**src/rtl/uart_autobaud_ctrl.sv**
```systemverilog
// Auto-baud detector: times the start bit and bit0 of a 0x55 sync character
// and commits a 16x-oversampling divisor when the two widths agree.
module uart_autobaud_ctrl #(
  parameter logic [15:0] DEFAULT_DIV = 16'd27,
  parameter int          MIN_BIT     = 32,
  parameter int          CNT_W       = 20
) (
  input  logic        Clk,
  input  logic        Rst_n,
  input  logic        Start,
  input  logic        Rx,
  output logic [15:0] BaudRate,
  output logic        Busy,
  output logic        Done,
  output logic        Error,
  output logic [1:0]  ErrCode
);

  typedef enum logic [2:0] {
    S_IDLE, S_WAIT_IDLE, S_WAIT_FALL, S_MEAS_LOW, S_MEAS_HIGH, S_CHECK
  } state_e;

  localparam int             SUM_W = CNT_W + 1;
  localparam logic [CNT_W-1:0] W_MAX = '1;

  state_e           state_q;
  logic             sync1_q, rxs_q, rxs_dly_q;
  logic [CNT_W-1:0] w_q, l_q, h_q;
  logic [15:0]      baud_q;
  logic             busy_q, done_q, error_q;
  logic [1:0]       err_code_q;

  logic             fall_s, rise_s, mismatch_s, div_zero_s;
  logic [CNT_W-1:0] diff_s;
  logic [SUM_W-1:0] sum_s;
  logic [15:0]      div_s;

  assign fall_s     = rxs_dly_q & ~rxs_q;
  assign rise_s     = ~rxs_dly_q & rxs_q;
  assign diff_s     = (l_q >= h_q) ? (l_q - h_q) : (h_q - l_q);
  assign mismatch_s = diff_s > (l_q >> 3);
  // +16 rounds (L+H)/32 to nearest: two bit times over 16 ticks per bit, halved.
  assign sum_s      = {1'b0, l_q} + {1'b0, h_q} + SUM_W'(16);
  assign div_s      = 16'(sum_s >> 5);
  assign div_zero_s = (div_s == 16'd0);

  always_ff @(posedge Clk or negedge Rst_n) begin
    if (!Rst_n) begin
      state_q    <= S_IDLE;
      sync1_q    <= 1'b1;
      rxs_q      <= 1'b1;
      rxs_dly_q  <= 1'b1;
      w_q        <= '0;
      l_q        <= '0;
      h_q        <= '0;
      baud_q     <= DEFAULT_DIV;
      busy_q     <= 1'b0;
      done_q     <= 1'b0;
      error_q    <= 1'b0;
      err_code_q <= 2'd0;
    end else begin
      sync1_q   <= Rx;
      rxs_q     <= sync1_q;
      rxs_dly_q <= rxs_q;
      done_q    <= 1'b0;
      error_q   <= 1'b0;
      case (state_q)
        S_IDLE: begin
          if (Start) begin
            state_q    <= S_WAIT_IDLE;
            busy_q     <= 1'b1;
            err_code_q <= 2'd0;
          end
        end
        S_WAIT_IDLE: begin
          if (rxs_q) state_q <= S_WAIT_FALL;
        end
        S_WAIT_FALL: begin
          if (fall_s) begin
            w_q     <= CNT_W'(1);
            state_q <= S_MEAS_LOW;
          end
        end
        S_MEAS_LOW: begin
          if (rise_s) begin
            if (w_q < CNT_W'(MIN_BIT)) begin
              state_q <= S_WAIT_FALL;
            end else begin
              l_q     <= w_q;
              w_q     <= CNT_W'(1);
              state_q <= S_MEAS_HIGH;
            end
          end else if (w_q == W_MAX) begin
            state_q    <= S_IDLE;
            busy_q     <= 1'b0;
            error_q    <= 1'b1;
            err_code_q <= 2'd2;
          end else begin
            w_q <= w_q + CNT_W'(1);
          end
        end
        S_MEAS_HIGH: begin
          if (fall_s) begin
            h_q     <= w_q;
            state_q <= S_CHECK;
          end else if (w_q == W_MAX) begin
            state_q    <= S_IDLE;
            busy_q     <= 1'b0;
            error_q    <= 1'b1;
            err_code_q <= 2'd2;
          end else begin
            w_q <= w_q + CNT_W'(1);
          end
        end
        S_CHECK: begin
          state_q <= S_IDLE;
          busy_q  <= 1'b0;
          if (mismatch_s) begin
            error_q    <= 1'b1;
            err_code_q <= 2'd1;
          end else if (div_zero_s) begin
            error_q    <= 1'b1;
            err_code_q <= 2'd3;
          end else begin
            baud_q <= div_s;
            done_q <= 1'b1;
          end
        end
        default: begin
          state_q <= S_IDLE;
          busy_q  <= 1'b0;
        end
      endcase
    end
  end

  assign BaudRate = baud_q;
  assign Busy     = busy_q;
  assign Done     = done_q;
  assign Error    = error_q;
  assign ErrCode  = err_code_q;

endmodule

```
**config.mk**
```make
export PLATFORM = sky130hd
export DESIGN_NAME = uart_autobaud_ctrl
export DESIGN_NICKNAME = d
export VERILOG_FILES = /design/src/rtl/uart_autobaud_ctrl.sv
export SDC_FILE = /design/constraint.sdc
export NUM_CORES = 1
export LEC_CHECK = 0
export CAP_MARGIN = 20
export CELL_PAD_IN_SITES_DETAIL_PLACEMENT = 0
export CELL_PAD_IN_SITES_GLOBAL_PLACEMENT = 1
export CORE_UTILIZATION = 49
export CTS_CLUSTER_DIAMETER = 80
export DETAILED_ROUTE_END_ITERATION = 6
export PLACE_DENSITY = 0.86
export SETUP_SLACK_MARGIN = 0.2
export SKIP_CTS_REPAIR_TIMING = 1
export SLEW_MARGIN = 15
export SYNTH_ARGS = -nofsm -noshare
export SYNTH_HDL_FRONTEND = slang
export SYNTH_SLANG_ARGS = --single-unit
```
**constraint.sdc**
```tcl
create_clock -name Clk -period 6.9 [get_ports Clk]
set_clock_uncertainty 0.05 [all_clocks]
set_input_delay 1.725 -clock Clk [delete_from_list [all_inputs] [get_ports Clk]]
set_output_delay 1.725 -clock Clk [all_outputs]
set_load 0.01 [all_outputs]
```
==> flow_summary.html, run 1 <==
<table>
<tr><th>Metric</th><th>Value</th></tr>
<tr><th colspan="2">STA</th></tr>
<tr><td>Measured slew at the worst slew-check pin</td><td>1080 ps</td></tr>
<tr><td>Min Tclk post-route</td><td>5820 ps</td></tr>
<tr><td>Max Clk Rate</td><td>172 MHz</td></tr>
<tr><td>Count of endpoints failing hold in the final timing report</td><td>0</td></tr>
<tr><td>Sum Neg Setup Slack</td><td>0 ps</td></tr>
<tr><td>Part of the cycle the worst path needs</td><td>between 80 and 90%</td></tr>
<tr><td>Max-slew violation count</td><td>0</td></tr>
<tr><td>Setup repair after global routing missed its margin</td><td>no</td></tr>
<tr><td>Count of final setup violators</td><td>0</td></tr>
<tr><td>Slew headroom</td><td>27.8%</td></tr>
<tr><td>Final WS setup</td><td>about 1100 ps</td></tr>
<tr><th colspan="2">Power and ir drop</th></tr>
<tr><td>Maximum ir drop on the vdd rail</td><td>0.153 mV</td></tr>
<tr><td>Leakage</td><td>4.13 nW</td></tr>
<tr><td>Clock group share of total power</td><td>38.5%</td></tr>
<tr><td>Sequential cell fraction of total power</td><td>44.2%</td></tr>
<tr><td>Switching Power</td><td>408 µW</td></tr>
<tr><td>Cell Pwr Density</td><td>161 nW/µm²</td></tr>
<tr><td>Sw Ratio</td><td>30.5%</td></tr>
<tr><td>Power Total</td><td>1.34 mW</td></tr>
<tr><td>Share of power burned in combinational logic</td><td>17.3%</td></tr>
<tr><td>Internal power</td><td>~930 µW</td></tr>
<tr><th colspan="2">Setup path</th></tr>
<tr><td>Nature of the critical path endpoint</td><td>flip-flop</td></tr>
<tr><td>Classification of the worst setup path</td><td>flip-flop to flip-flop</td></tr>
<tr><td>RR Startpoint</td><td>l_q[11]</td></tr>
<tr><td>Max Fanout on Critical Path</td><td>17</td></tr>
<tr><td>Signal arrival time at the worst endpoint</td><td>~6000 ps</td></tr>
<tr><td>Data required time at the worst endpoint</td><td>7090 ps</td></tr>
<tr><td>R2R Setup Slk</td><td>1080 ps</td></tr>
<tr><td>Kind of launch point of the worst setup path</td><td>flip-flop</td></tr>
<tr><td>Endpoint of the most critical register-to-register path</td><td>BaudRate[7]</td></tr>
<tr><td>End point of the critical path</td><td>BaudRate[7]</td></tr>
<tr><td>Worst reg-to-reg path cell count</td><td>22</td></tr>
<tr><td>Worst setup path startpoint</td><td>l_q[11]</td></tr>
<tr><th colspan="2">Floorplan</th></tr>
<tr><td>Effective utilization at floorplan</td><td>around 50%</td></tr>
<tr><td>Die Width</td><td>127 µm</td></tr>
<tr><td>Std-Cell Core Area</td><td>between 15000 and 20000 µm²</td></tr>
<tr><td>Row count</td><td>45</td></tr>
<tr><td>Number of ports placed on the die boundary</td><td>25</td></tr>
<tr><td>Area of the die</td><td>approximately 16000 µm²</td></tr>
<tr><td>Die extent in y</td><td>127 µm</td></tr>
<tr><th colspan="2">GRT</th></tr>
<tr><td>Via count of the first global-routing pass</td><td>6038</td></tr>
<tr><td>Remaining Overflow, GRT</td><td>0</td></tr>
<tr><td>Wire length of the first global-routing pass</td><td>31.9 mm</td></tr>
<tr><td>Initial antenna violation count</td><td>0</td></tr>
<tr><td>Global-route usage over all layers</td><td>25.5%</td></tr>
<tr><td>Largest net degree at the start of global routing</td><td>57</td></tr>
<tr><th colspan="2">Finish</th></tr>
<tr><td>Antenna Diode Count</td><td>0</td></tr>
<tr><td>Post-layout util</td><td>54.7%</td></tr>
<tr><td>Final nets</td><td>971</td></tr>
<tr><td>Area delta synth-&gt;final</td><td>8.56%</td></tr>
<tr><td>FILL cells</td><td>1421</td></tr>
<tr><td>Proportion of layout cells with a drive suffix above 1</td><td>10.3%</td></tr>
<tr><td>Non-Filler Instances</td><td>1063</td></tr>
<tr><th colspan="2">Synth</th></tr>
<tr><td>Unique masters post-synth</td><td>67</td></tr>
<tr><td>Post-synth EDFFs</td><td>0</td></tr>
<tr><td>Portion of the post-synthesis area used by sequential elements</td><td>28.6%</td></tr>
<tr><td>Most frequently used flop master after synthesis</td><td>dfrtp_1</td></tr>
<tr><td>Mean post-synth cell area</td><td>approximately 8.9 µm²</td></tr>
<tr><td>Yosys warning total</td><td>0</td></tr>
<tr><td>Synthesized net count</td><td>964</td></tr>
<tr><td>Ys async rst share</td><td>100%</td></tr>
<tr><td>Cell area after synthesis</td><td>roughly 7700 µm²</td></tr>
<tr><td>Cell count after synthesis</td><td>863</td></tr>
<tr><td>Flops &amp; latches, synth</td><td>87</td></tr>
<tr><th colspan="2">Outcome</th></tr>
<tr><td>Outcome</td><td>finished, final reports clean</td></tr>
<tr><th colspan="2">Routing</th></tr>
<tr><td>Drt total wl</td><td>19.4 mm</td></tr>
<tr><td>DRT antenna net count</td><td>0</td></tr>
<tr><td>1st-pass router iterations</td><td>5</td></tr>
<tr><td>Iter 0 DRT Violations</td><td>373</td></tr>
<tr><td>Detailed-route vias per instance</td><td>5.99</td></tr>
<tr><td>Met1 WL</td><td>~9 mm</td></tr>
<tr><td>Detailed-routed wire length on met3</td><td>1.03 mm</td></tr>
<tr><td>DRC violations left</td><td>0</td></tr>
<tr><td>Detailed-routed wire length on met2</td><td>between 8 and 9 mm</td></tr>
<tr><td>Average detailed-routed wire length per instance</td><td>18.3 µm</td></tr>
<tr><td>Total number of vias</td><td>6367</td></tr>
<tr><td>Top routing layer in use</td><td>met4</td></tr>
<tr><th colspan="2">Clock network</th></tr>
<tr><td>TritonCTS clock tree</td><td>done</td></tr>
<tr><td>Number of sinks on the clock net</td><td>87</td></tr>
<tr><td>Num CTS Buffers</td><td>9</td></tr>
<tr><td>Worst-skew pair later-pin latency</td><td>between 300 and 400 ps</td></tr>
<tr><td>Clock Tree Buf Depth</td><td>2</td></tr>
<tr><td>Clock-pin slew of the registers on the worst-case setup and hold paths</td><td>60 ps</td></tr>
<tr><td>Clock H-tree levels</td><td>3</td></tr>
<tr><td>CTS root buffer</td><td>clkbuf_16</td></tr>
<tr><th colspan="2">Place</th></tr>
<tr><td>Final weighted congestion in routability-driven placement</td><td>about 0.92</td></tr>
<tr><td>HPWL after DPL</td><td>approximately 15 mm</td></tr>
<tr><td>Placed Cells incl. Taps</td><td>1047</td></tr>
<tr><td>Pre-CTS setup slack</td><td>1130 ps</td></tr>
<tr><td>Number of buffer cells added on primary ports</td><td>24</td></tr>
<tr><th colspan="2">Flow run</th></tr>
<tr><td>Max capacitance violation total</td><td>0</td></tr>
<tr><th colspan="2">Min path</th></tr>
<tr><td>Depth of the worst hold-timing path</td><td>0</td></tr>
<tr><td>Worst min-delay path category</td><td>flip-flop to flip-flop</td></tr>
</table>
==> flip-flops by register name, summed over array words and instances, names as in the netlist, 2 cells and up <==
signal / cells
BaudRate: 16
ErrCode: 2
h_q: 20
l_q: 20
state_q: 3
w_q: 20
==> routing by layer <==
metal  global-route usage [%]  vias up
met1                     35.8     3010
li1                         -     3129
met3                     3.02       35
met2                     40.5      193
met5                        0        -
met4                     9.52        0
==> cell usage after synthesis (all sizes together), types with 4 or more instances <==
library cell	n	area, µm²
dfrtp	80	2000
o21a	4	30.0
nand2	50	190
buf	10	78.8
inv	75	282
a221oi	4	35.0
mux2	53	616
o21bai	6	56.3
xnor2	23	201
o31ai	6	45.0
nor2	62	233
and4	7	61.3
o22ai	5	31.3
a211oi	12	90.1
and3	11	68.8
nor3	11	55.1
clkbuf	23	87.6
nand2b	9	56.3
xor2	21	184
nor4	11	98.8
ha	95	1190
and2	11	68.8
nor2b	7	43.8
dfstp	7	184
a21oi	85	425
a31oi	6	37.5
or3	7	43.8
a21o	18	135
nand3	20	100
o21ai	44	220
nand4	18	113
mux2i	15	150
==> critical path, cell delays in order, from the launching register on <==
cell and delay, ps:
dfrtp_1 400, inv_1 80, ha_1 470, nand2_1 220, nor2_1 290, o221ai_1 230
a2111oi_2 440, nor4_4 130, buf_4 210, a211oi_1 220, a21oi_1 90, a221oi_1 480
o21ai_0 220, xnor2_1 170, ha_1 290, nand4_1 120, nor3_1 190, nand4_1 110
o21ai_0 90, o21ai_1 240, nor4_4 300, buf_4 290, mux2_2 360
==> final cells by class <==
cell class	count	area [µm²]	area share, %
Sequential cell	87	2190	26.3
Multi-Input combinational cell	668	5020	60.4
Timing Repair Buffer	29	275	3.31
Tap cell	188	235	2.83
Clock buffer	12	256	3.09
Clock inverter	4	55.1	0.662
Inverter	75	282	3.39
==> cell usage in the layout (no fill, tap or decap), types with 6 or more instances in the layout <==
cell type	synthesis	layout
clkbuf_16	0	9
ha_1	95	95
nor3_1	11	11
dfrtp_1	80	80
mux2_2	48	48
or3_1	7	7
dfstp_2	7	7
a21oi_1	85	85
buf_4	0	6
mux2i_1	15	15
nand3_1	20	20
o31ai_1	6	6
and2_1	11	11
a31oi_1	6	6
xnor2_1	23	23
nand2_1	49	49
xor2_1	21	21
nor2b_1	7	7
and4_1	7	7
o21ai_0	43	43
nand2b_1	9	9
a21o_1	18	18
and3_1	11	11
nand4_1	18	18
clkdlybuf4s50_1	0	23
inv_1	75	75
a211oi_1	12	12
nor2_1	62	62
nor4_1	9	9
==> worst min-delay path by stage <==
stage / from / endpoint / slack (ps)
floorplan: sync1_q / rxs_q / 300
global placement: sync1_q / rxs_q / 300
detailed placement: sync1_q / rxs_q / 300
CTS: sync1_q / rxs_q / 310
global route: sync1_q / rxs_q / 310
finish: sync1_q / rxs_q / 310
==> metrics by stage <==
step	hold WS (ps)	instance area, µm²
2_1_floorplan	295	7650
3_3_place_gp	297	8000
3_5_place_dp	298	8000
4_1_cts	307	8310
5_1_grt	309	8310
6_report	306	8310
==> kinds of logic (layout without fill, tap and decap cells) <==
logic type                 count (synthesis)  in the layout  synth area share (%)
and+or+nand+nor                          235            235                  16.0
AOI/OAI and AO/OA                        224            224                  18.6
buffers and inverters                    108            120                  5.85
adders and majority gates                 97             97                  16.1
DFF                                       87             87                  28.6
muxes                                     68             68                  10.0
xor gates and xnor gates                  44             44                  5.03
==> power groups by stage <==
stage	combinational [mW]	sequential, mW	clock [mW]
floorplan	0.176	0.571	0
global placement	0.228	0.599	0
detailed placement	0.230	0.599	0
CTS	0.231	0.590	0.526
global route	0.256	0.597	0.547
finish	0.232	0.591	0.515
Note: power is estimated with default switching activity, not from simulation.
==> run 2, diff against run 1 <==
Clock period 6.9 ns to 6 ns, I/O delays scaled along.
==> run 2 against run 1 <==
Hold slack improved by 1.2 ps. Critical endpoint is now BaudRate[14]. Design area rose by 1.2%. Core utilization rose by 0.63 points. Register-to-register slack got worse by 510 ps. Sequential power rose by 15%.
==> flow_summary.html, run 2 (synthesis results as in run 1) <==
<table>
<tr><th>Metric</th><th>Value</th></tr>
<tr><th colspan="2">Floorplan</th></tr>
<tr><td>Effective utilization at floorplan</td><td>50.4% (unchanged)</td></tr>
<tr><td>Area of the die</td><td>16100 µm² (unchanged)</td></tr>
<tr><td>Std-Cell Core Area</td><td>15200 µm² (unchanged)</td></tr>
<tr><td>Number of ports placed on the die boundary</td><td>25 (unchanged)</td></tr>
<tr><td>Row count</td><td>45 (unchanged)</td></tr>
<tr><td>Die extent in y</td><td>127 µm (unchanged)</td></tr>
<tr><td>Die Width</td><td>127 µm (unchanged)</td></tr>
<tr><th colspan="2">GRT</th></tr>
<tr><td>Largest net degree at the start of global routing</td><td>55 (-3.5%)</td></tr>
<tr><td>Wire length of the first global-routing pass</td><td>31.6 mm (-0.99%)</td></tr>
<tr><td>Global-route usage over all layers</td><td>25.1% (-0.37 points)</td></tr>
<tr><td>Initial antenna violation count</td><td>0 (unchanged)</td></tr>
<tr><td>Via count of the first global-routing pass</td><td>6127 (+1.5%)</td></tr>
<tr><td>Remaining Overflow, GRT</td><td>0 (unchanged)</td></tr>
<tr><th colspan="2">STA</th></tr>
<tr><td>Max-slew violation count</td><td>0 (unchanged)</td></tr>
<tr><td>Measured slew at the worst slew-check pin</td><td>1000 ps (-73.3 ps)</td></tr>
<tr><td>Max Clk Rate</td><td>184 MHz (+7.2%)</td></tr>
<tr><td>Setup repair after global routing missed its margin</td><td>no</td></tr>
<tr><td>Count of final setup violators</td><td>0 (unchanged)</td></tr>
<tr><td>Part of the cycle the worst path needs</td><td>90.5% (+6.1 points)</td></tr>
<tr><td>Sum Neg Setup Slack</td><td>0 ps (unchanged)</td></tr>
<tr><td>Slew headroom</td><td>33.0% (+5.2 points)</td></tr>
<tr><td>Count of endpoints failing hold in the final timing report</td><td>0 (unchanged)</td></tr>
<tr><td>Min Tclk post-route</td><td>5430 ps (-393 ps)</td></tr>
<tr><th colspan="2">Setup path</th></tr>
<tr><td>Worst setup path startpoint</td><td>l_q[0]</td></tr>
<tr><td>Nature of the critical path endpoint</td><td>flip-flop</td></tr>
<tr><td>Worst reg-to-reg path cell count</td><td>24 (+9.1%)</td></tr>
<tr><td>RR Startpoint</td><td>l_q[0]</td></tr>
<tr><td>Data required time at the worst endpoint</td><td>6190 ps (-900 ps)</td></tr>
<tr><td>Signal arrival time at the worst endpoint</td><td>5620 ps (-400 ps)</td></tr>
<tr><td>Endpoint of the most critical register-to-register path</td><td>BaudRate[14]</td></tr>
<tr><td>Classification of the worst setup path</td><td>flip-flop to flip-flop</td></tr>
<tr><td>Kind of launch point of the worst setup path</td><td>flip-flop</td></tr>
<tr><td>Max Fanout on Critical Path</td><td>8 (-9)</td></tr>
<tr><td>R2R Setup Slk</td><td>570 ps (-510 ps)</td></tr>
<tr><th colspan="2">Routing</th></tr>
<tr><td>DRT antenna net count</td><td>0 (unchanged)</td></tr>
<tr><td>Total number of vias</td><td>6454 (+1.4%)</td></tr>
<tr><td>1st-pass router iterations</td><td>6 (+1)</td></tr>
<tr><td>Iter 0 DRT Violations</td><td>360 (-3.5%)</td></tr>
<tr><td>Drt total wl</td><td>19.8 mm (+2.0%)</td></tr>
<tr><td>DRC violations left</td><td>0 (unchanged)</td></tr>
<tr><td>Average detailed-routed wire length per instance</td><td>18.5 µm (+1.3%)</td></tr>
<tr><td>Detailed-route vias per instance</td><td>6.03 (+0.70%)</td></tr>
<tr><th colspan="2">Place</th></tr>
<tr><td>Final weighted congestion in routability-driven placement</td><td>0.949 (+3.3%)</td></tr>
<tr><td>Number of buffer cells added on primary ports</td><td>24 (unchanged)</td></tr>
<tr><td>HPWL after DPL</td><td>15.5 mm (+1.0%)</td></tr>
<tr><td>Cell Area, Placed</td><td>8010 µm² (about the same)</td></tr>
<tr><th colspan="2">Clock network</th></tr>
<tr><td>Worst-skew pair later-pin latency</td><td>350 ps (about the same)</td></tr>
<tr><td>CTS root buffer</td><td>clkbuf_16</td></tr>
<tr><td>Clock Tree Buf Depth</td><td>2 (unchanged)</td></tr>
<tr><td>Clock H-tree levels</td><td>3 (unchanged)</td></tr>
<tr><td>Num CTS Buffers</td><td>9 (unchanged)</td></tr>
<tr><td>Clock-pin slew of the registers on the worst-case setup and hold paths</td><td>60 ps (about the same)</td></tr>
<tr><td>Number of sinks on the clock net</td><td>87 (unchanged)</td></tr>
<tr><td>TritonCTS clock tree</td><td>done</td></tr>
<tr><th colspan="2">Min path</th></tr>
<tr><td>Startpoint of the tightest hold check path</td><td>sync1_q</td></tr>
<tr><td>Worst Hold Path EP</td><td>rxs_q</td></tr>
<tr><td>Depth of the worst hold-timing path</td><td>0 (unchanged)</td></tr>
<tr><td>Worst min-delay path category</td><td>flip-flop to flip-flop</td></tr>
<tr><th colspan="2">Outcome</th></tr>
<tr><td>Outcome</td><td>finished, final reports clean</td></tr>
<tr><th colspan="2">Finish</th></tr>
<tr><td>Final nets</td><td>978 (+0.72%)</td></tr>
<tr><td>Antenna Diode Count</td><td>0 (unchanged)</td></tr>
<tr><td>Area delta synth-&gt;final</td><td>9.82%</td></tr>
<tr><td>Biggest registers after layout</td><td>h_q: 20 flops, l_q: 20 flops, w_q: 20 flops</td></tr>
<tr><td>Post-layout util</td><td>55.3% (+0.63 points)</td></tr>
<tr><td>Commonest cells after routing, fill and taps aside</td><td>94 x ha_1, 85 x a21oi_1, 80 x dfrtp_1</td></tr>
<tr><td>FILL cells</td><td>1409 (-0.84%)</td></tr>
<tr><td>Storage element area</td><td>2190 µm² (unchanged)</td></tr>
<tr><td>Commonest non-fill, non-tap cell in the layout</td><td>ha_1</td></tr>
<tr><td>Proportion of layout cells with a drive suffix above 1</td><td>11.6% (+1.3 points)</td></tr>
<tr><td>Multi-input combinational cell area</td><td>5040 µm² (+0.37%)</td></tr>
<tr><td>Cell area after layout</td><td>8410 µm² (+1.2%)</td></tr>
<tr><th colspan="2">Flow run</th></tr>
<tr><td>Max capacitance violation total</td><td>0 (unchanged)</td></tr>
<tr><th colspan="2">Power and ir drop</th></tr>
<tr><td>Power Total</td><td>1.58 mW (+18%)</td></tr>
<tr><td>Leakage</td><td>4.18 nW (+1.2%)</td></tr>
<tr><td>Maximum ir drop on the vdd rail</td><td>0.120 mV (-21%)</td></tr>
<tr><td>Cell Pwr Density</td><td>188 nW/µm² (+17%)</td></tr>
</table>
run 2: final cells by class:
| type | instances | share of cell area, % |
|---|---|---|
| clock buffer | 12 | 3.05 |
| clock inverter | 4 | 0.908 |
| inverter | 75 | 3.35 |
| multi-input combinational | 668 | 59.9 |
| sequential | 87 | 26.0 |
| tap | 188 | 2.80 |
| timing repair buffer | 36 | 3.94 |
run 2: power breakdown:
group / internal (mW) / switching, mW / total [mW]
registers: 0.618 / 0.0614 / 0.679
clock network: 0.389 / 0.243 / 0.633
logic: 0.107 / 0.160 / 0.267
total: 1.11 / 0.465 / 1.58
run 2: how the worst max path moves through the flow:
stage / endpoint / slack (ps) / depth (start not counted)
final: BaudRate[14] / 570 / 24
after global routing: BaudRate[15] / 220 / 23
after detailed placement: BaudRate[7] / 250 / 21
after CTS: BaudRate[7] / 230 / 21
after global placement: BaudRate[5] / 450 / 21
after floorplan: BaudRate[12] / 810 / 24
run 2: worst max-delay path: stages, from the launching register on:
cell,delay [ps]
dfrtp_1,420
inv_1,70
ha_1,160
inv_1,60
fa_1,420
a21oi_1,210
a211oi_1,110
o221ai_1,250
a2111oi_2,150
nor4_4,320
buf_4,240
mux2i_1,190
o41a_1,250
o221ai_1,200
xnor2_1,180
ha_1,200
a21o_1,180
a21o_1,160
a21oi_1,180
o211ai_1,110
a21oi_1,180
o21ai_2,150
nor4_4,330
buf_4,250
mux2_4,310
run 2: through the flow:
step	setup WS, ps	std cells	hold WS, ps
after floorplan	814	863	295
after global placement	450	1048	296
after detailed placement	251	1048	300
after CTS	232	1064	310
after global routing	222	1070	311
final	568	1070	307
run 2: metal layers:
| layer | part of all wire (%) | global-route usage, % | wire, µm |
|---|---|---|---|
| met5 | 0 | 0 | 0 |
| met4 | 4.0 | 11.6 | 790 |
| met3 | 5.6 | 3.85 | 1100 |
| met2 | 45 | 39.4 | 8860 |
| met1 | 46 | 34.2 | 9080 |
==> run 3, diff against run 2 <==
Settings changed: SKIP_CTS_REPAIR_TIMING 1 to default.
==> results of run 3 <==
No change in the layout: final DEF, timing and power equal those of run 2.
